File: config.mk
export PLATFORM = sky130hd
export DESIGN_NAME = edge_pulse_gen
export DESIGN_NICKNAME = d
export VERILOG_FILES = /design/src/rtl/edge_pulse_gen.sv
export SDC_FILE = /design/constraint.sdc
export NUM_CORES = 1
export LEC_CHECK = 0
export BUFFER_PORTS_ARGS = -buffer_cell sky130_fd_sc_hd__buf_4
export CORE_MARGIN = 1
export CORE_UTILIZATION = 35
export CTS_CLUSTER_DIAMETER = 40
export DETAILED_ROUTE_END_ITERATION = 10
export GPL_TIMING_DRIVEN = 0
export PLACE_DENSITY = 0.69
export SLEW_MARGIN = 20
export SYNTH_ARGS = -nofsm -noshare
export SYNTH_HDL_FRONTEND = slang
export SYNTH_SLANG_ARGS = --single-unit
File: constraint.sdc
create_clock -name clk -period 2.3 [get_ports clk]
set_input_delay 0.345 -clock clk [delete_from_list [all_inputs] [get_ports clk]]
set_output_delay 0.345 -clock clk [all_outputs]
set_load 0.02 [all_outputs]
File: src/rtl/edge_pulse_gen.sv
// Multi-channel edge detector and pulse stretcher with per-channel synchronisers.
// Define EDGE_PULSE_CNT_EN to build the saturating per-channel event counters.
module edge_pulse_gen #(
    parameter int CHANNELS    = 4,
    parameter int SYNC_STAGES = 2,
    parameter int PULSE_LEN   = 1,
    parameter int CNT_W       = 8
) (
    input  logic                      clk,
    input  logic                      rst_n,
    input  logic [CHANNELS-1:0]       data_in,
    input  logic [2*CHANNELS-1:0]     mode,
    input  logic [CHANNELS-1:0]       cnt_clr,
    output logic [CHANNELS-1:0]       pulse_out,
    output logic                      edge_any,
    output logic [CHANNELS*CNT_W-1:0] evt_cnt,
    output logic [CHANNELS-1:0]       evt_sat
);

    localparam int REM_W = $clog2(PULSE_LEN + 1);
    localparam logic [REM_W-1:0] REM_LOAD = REM_W'(PULSE_LEN);

    logic [CHANNELS-1:0] det;

    for (genvar i = 0; i < CHANNELS; i++) begin : g_ch
        logic [SYNC_STAGES-1:0] sync;
        logic                   prev;
        logic                   rise;
        logic                   fall;
        logic [REM_W-1:0]       rem;
        logic                   pulse_q;

        // prev tracks the synchronised level every cycle, so mode changes never fake an edge
        always_ff @(posedge clk or negedge rst_n) begin
            if (!rst_n) begin
                sync <= '0;
                prev <= 1'b0;
            end else begin
                sync[0] <= data_in[i];
                for (int k = 1; k < SYNC_STAGES; k++) begin
                    sync[k] <= sync[k-1];
                end
                prev <= sync[SYNC_STAGES-1];
            end
        end

        assign rise   = sync[SYNC_STAGES-1] & ~prev;
        assign fall   = ~sync[SYNC_STAGES-1] & prev;
        assign det[i] = (mode[2*i] & rise) | (mode[2*i+1] & fall);

        // A fresh detect reloads the counter, so retriggers extend the pulse without a gap
        always_ff @(posedge clk or negedge rst_n) begin
            if (!rst_n) begin
                rem     <= '0;
                pulse_q <= 1'b0;
            end else if (det[i]) begin
                rem     <= REM_LOAD;
                pulse_q <= 1'b1;
            end else if (rem > REM_W'(1)) begin
                rem     <= rem - REM_W'(1);
                pulse_q <= 1'b1;
            end else begin
                rem     <= '0;
                pulse_q <= 1'b0;
            end
        end

        assign pulse_out[i] = pulse_q;

`ifdef EDGE_PULSE_CNT_EN
        logic [CNT_W-1:0] cnt;

        // A clear coinciding with a detect keeps that event, hence the load of 1
        always_ff @(posedge clk or negedge rst_n) begin
            if (!rst_n) begin
                cnt <= '0;
            end else if (cnt_clr[i]) begin
                cnt <= det[i] ? CNT_W'(1) : '0;
            end else if (det[i] && (cnt != '1)) begin
                cnt <= cnt + CNT_W'(1);
            end
        end

        assign evt_cnt[CNT_W*i +: CNT_W] = cnt;
        assign evt_sat[i]                = (cnt == '1);
`endif
    end

`ifndef EDGE_PULSE_CNT_EN
    logic unused_cnt_clr;

    assign evt_cnt        = '0;
    assign evt_sat        = '0;
    assign unused_cnt_clr = |cnt_clr;
`endif

    always_ff @(posedge clk or negedge rst_n) begin
        if (!rst_n) begin
            edge_any <= 1'b0;
        end else begin
            edge_any <= |det;
        end
    end

endmodule

==> results.py <==
metrics = {
    "clock_tree": {
        "cts_buffer_depth": 2,
        "cts_inserted_buffers": 3,
        "cts_root_buffer": "clkbuf_4",
        "path_clk_slew_ps": 90,
        "post-cts-setup-buffers": 0,
        "cts_tree": "built",
        "htree_num_levels": 1,
        "clk_latency_ps": 280,
        "clock-sinks": 17,
    },
    "setup_path": {
        "cp_common_cell": "buf_4",
        "crit_chain": "buf_4 > buf_4",
        "slowest_stage": "dfrtp_1",
        "cp_slowest_stage_delay_ps": 370,
        "critPathBufInv": 2,
        "worstPathRequired_ps": 1960,
        "cp-end-kind": "primary output",
        "cp.arrival_ps": 910,
        "crit_family": "flip-flops",
        "critPathMaxFanout": 1,
        "crit_type": "flip-flop to primary output",
        "start_kind": "flip-flop",
    },
    "timing": {
        "hold_viol": 0,
        "final-max-slew-violation-count": 0,
        "rsz0062_at_grt": "false",
        "max_freq_ghz": 0.7972,
        "period_minus_slack_ps": 1254,
        "finClkSkew_ps": 2.208,
        "timing.final.crit_share": 0.5454,
        "setup_violations": 0,
        "finalSetupTns_ps": 0,
    },
    "pwr": {
        "finalPower_uw": 629.0,
        "p_int_uw": 457.3,
        "seq_power_share": 0.512,
        "switching_power_uw": 171.8,
        "switching_share": 0.2731,
        "p_clk_frac": 0.237,
        "ir_worst_vdd_v": 0.0004099,
        "p_leak_nw": 0.6668,
        "combPwrFrac": 0.251,
        "power.density_mw_per_mm2": 552.5,
    },
    "global_route": {
        "antenna_found_initial": 0,
        "grt_pass1_vias": 400,
        "grt_max_degree": 18,
        "grt.overflow.total": 0,
        "grt_pass1_wl_mm": 1.524,
        "grt_usage": 0.08312,
    },
    "route": {
        "drt-total-wl_um": 969,
        "firstDrtPassIters": 2,
        "top_layer": "met3",
        "post_drt_wl_per_cell_um": 6.212,
        "first_iter_violations": 1,
        "vias": 501,
        "viasPerCell": 3.212,
        "met2_length_um": 510,
        "wl_met1_um": 313,
        "wl_met3_um": 145,
        "antenna_left": 0,
        "route.detailed.drc": 0,
    },
    "yosys": {
        "synth.most_common_cell": "buf_4",
        "ys_ff_latch": 17,
        "synth_top_area_cell": "dfrtp_1",
        "synth_edf_count": 0,
        "ys_top_cells_by_area": "dfrtp_1, buf_4, nand3b_1",
        "yosysUniqueCellTypes": 8,
        "synthTopCellsByCount": "buf_4, dfrtp_1, nand2_1, nand3b_1",
        "synth_flop_cell": "dfrtp_1",
        "ys_warn_count": 0,
        "seq_area_frac_synth": 0.5304,
        "synthArstFlopShare": 1.000,
        "yosysTopAreaCellShare": 0.5304,
        "syn-mean-instance-area_sq_um": 11.30,
        "syn_area_sq_um": 802.0,
        "postSynthCellCount": 71,
    },
    "floorplanning": {
        "io_pins": 59,
        "dieArea_sq_mm": 0.002487,
        "die_h_um": 49.87,
        "start_util": 0.3890,
        "dieWidth_um": 49.87,
        "core_area_sq_mm": 0.002062,
        "rows": 16,
    },
    "outcome": {
        "outcome": "completed",
    },
    "placed_design": {
        "io_buffers": 18,
        "place_congestion": 0.6068,
        "placedInstanceArea_sq_mm": 0.001102,
    },
    "cells_and_area": {
        "drive_gt1_frac": 0.4729,
        "diodes": 0,
        "postLayoutCellArea_sq_mm": 0.001139,
        "fill_cells": 193,
        "area_growth_pct": 41.97,
        "final_nets": 148,
    },
    "min_path": {
        "min_path_type": "input pin to flip-flop",
    },
    "job": {
        "cap_violations": 0,
    },
}
[per-layer routing]
layer / GRT usage / vias to the layer above
met5: 0 / -
met4: 0.04286 / 0
met1: 0.08071 / 201
li1: - / 263
met3: 0.04012 / 0
met2: 0.1441 / 37
[placed cells by master (no fill, tap or decap)]
cell / Yosys / routed
buf_4: 40 / 58
conb_1: 1 / 36
dfrtp_1: 17 / 17
nand2_1: 4 / 4
nand3b_1: 4 / 4
clkbuf_4: 0 / 3
o21ai_1: 2 / 2
o21ai_0: 2 / 2
or4_1: 1 / 1
clkbuf_1: 0 / 1
dlygate4sd3_1: 0 / 1
[stage by stage]
stage                       util  instances  setup WS [ps]  hold slack [ps]
after floorplan                -        106           1165            49.41
after global placement    0.5346        151           1064            208.6
after detailed placement  0.5346        151           1052            217.4
after CTS                 0.5522        156           1027            153.8
after global routing      0.5522        156           1005            145.8
final                     0.5522        156           1046            165.9
[power groups by stage]
stage	clock network [mW]	registers, mW	logic (mW)
6_report	0.149	0.322	0.158
5_1_grt	0.169	0.324	0.170
3_3_place_gp	0	0.328	0.154
4_1_cts	0.159	0.322	0.157
3_5_place_dp	0	0.329	0.156
2_1_floorplan	0	0.330	0.118
[area by class of cell]
cell class              count  area, sq um  share of cell area
multi-input cells          49        207.7              0.1824
flip-flops and latches     17        425.4              0.3736
repair buffers             19        145.1              0.1275
well taps                  27        33.78             0.02967
plain buffers              40        300.3              0.2637
clock buffers               4        26.28             0.02308
[timing repair]
action	CTS	global route
resized for setup	0	0
hold buffers	1	0
endpoints found under the hold margin	17	0
[final timing paths]
path	start	end	slack (ps)	cells past startpoint
max in group asynchronous	rst_n	g_ch[1].sync[0]$_DFF_PN0_	1670	2
worst max register to register	g_ch[0].sync[1]$_DFF_PN0_	edge_any$_DFF_PN0_	1110	3
worst max-delay path	g_ch[0].pulse_q$_DFF_PN0_	pulse_out[0]	1050	2
worst min register to register	g_ch[0].sync[0]$_DFF_PN0_	g_ch[0].sync[1]$_DFF_PN0_	350	0
worst min-delay path	data_in[3]	g_ch[3].sync[0]$_DFF_PN0_	170	1
min in group asynchronous	rst_n	g_ch[3].sync[0]$_DFF_PN0_	450	2
[logic make-up (layout without fill, tap and decap cells)]
| family | count (synthesis) | count (layout) | synth area share |
|---|---|---|---|
| AOI/OAI and AO/OA | 4 | 4 | 0.02496 |
| buffers and inverters | 40 | 63 | 0.3744 |
| DFF | 17 | 17 | 0.5304 |
| other | 1 | 36 | 0.004676 |
| and+or+nand+nor | 9 | 9 | 0.06552 |
[state kept, by name, indices dropped and copies added (netlist names)]
name          count
g_ch.sync         8
g_ch.prev         4
g_ch.pulse_q      4
edge_any          1
[worst reg2reg max path, stage by stage (launching register included)]
cell and delay, ps:
dfrtp_1 400, nand3b_1 80, o21ai_1 80, or4_1 510
(Power assumes the default switching activity.)
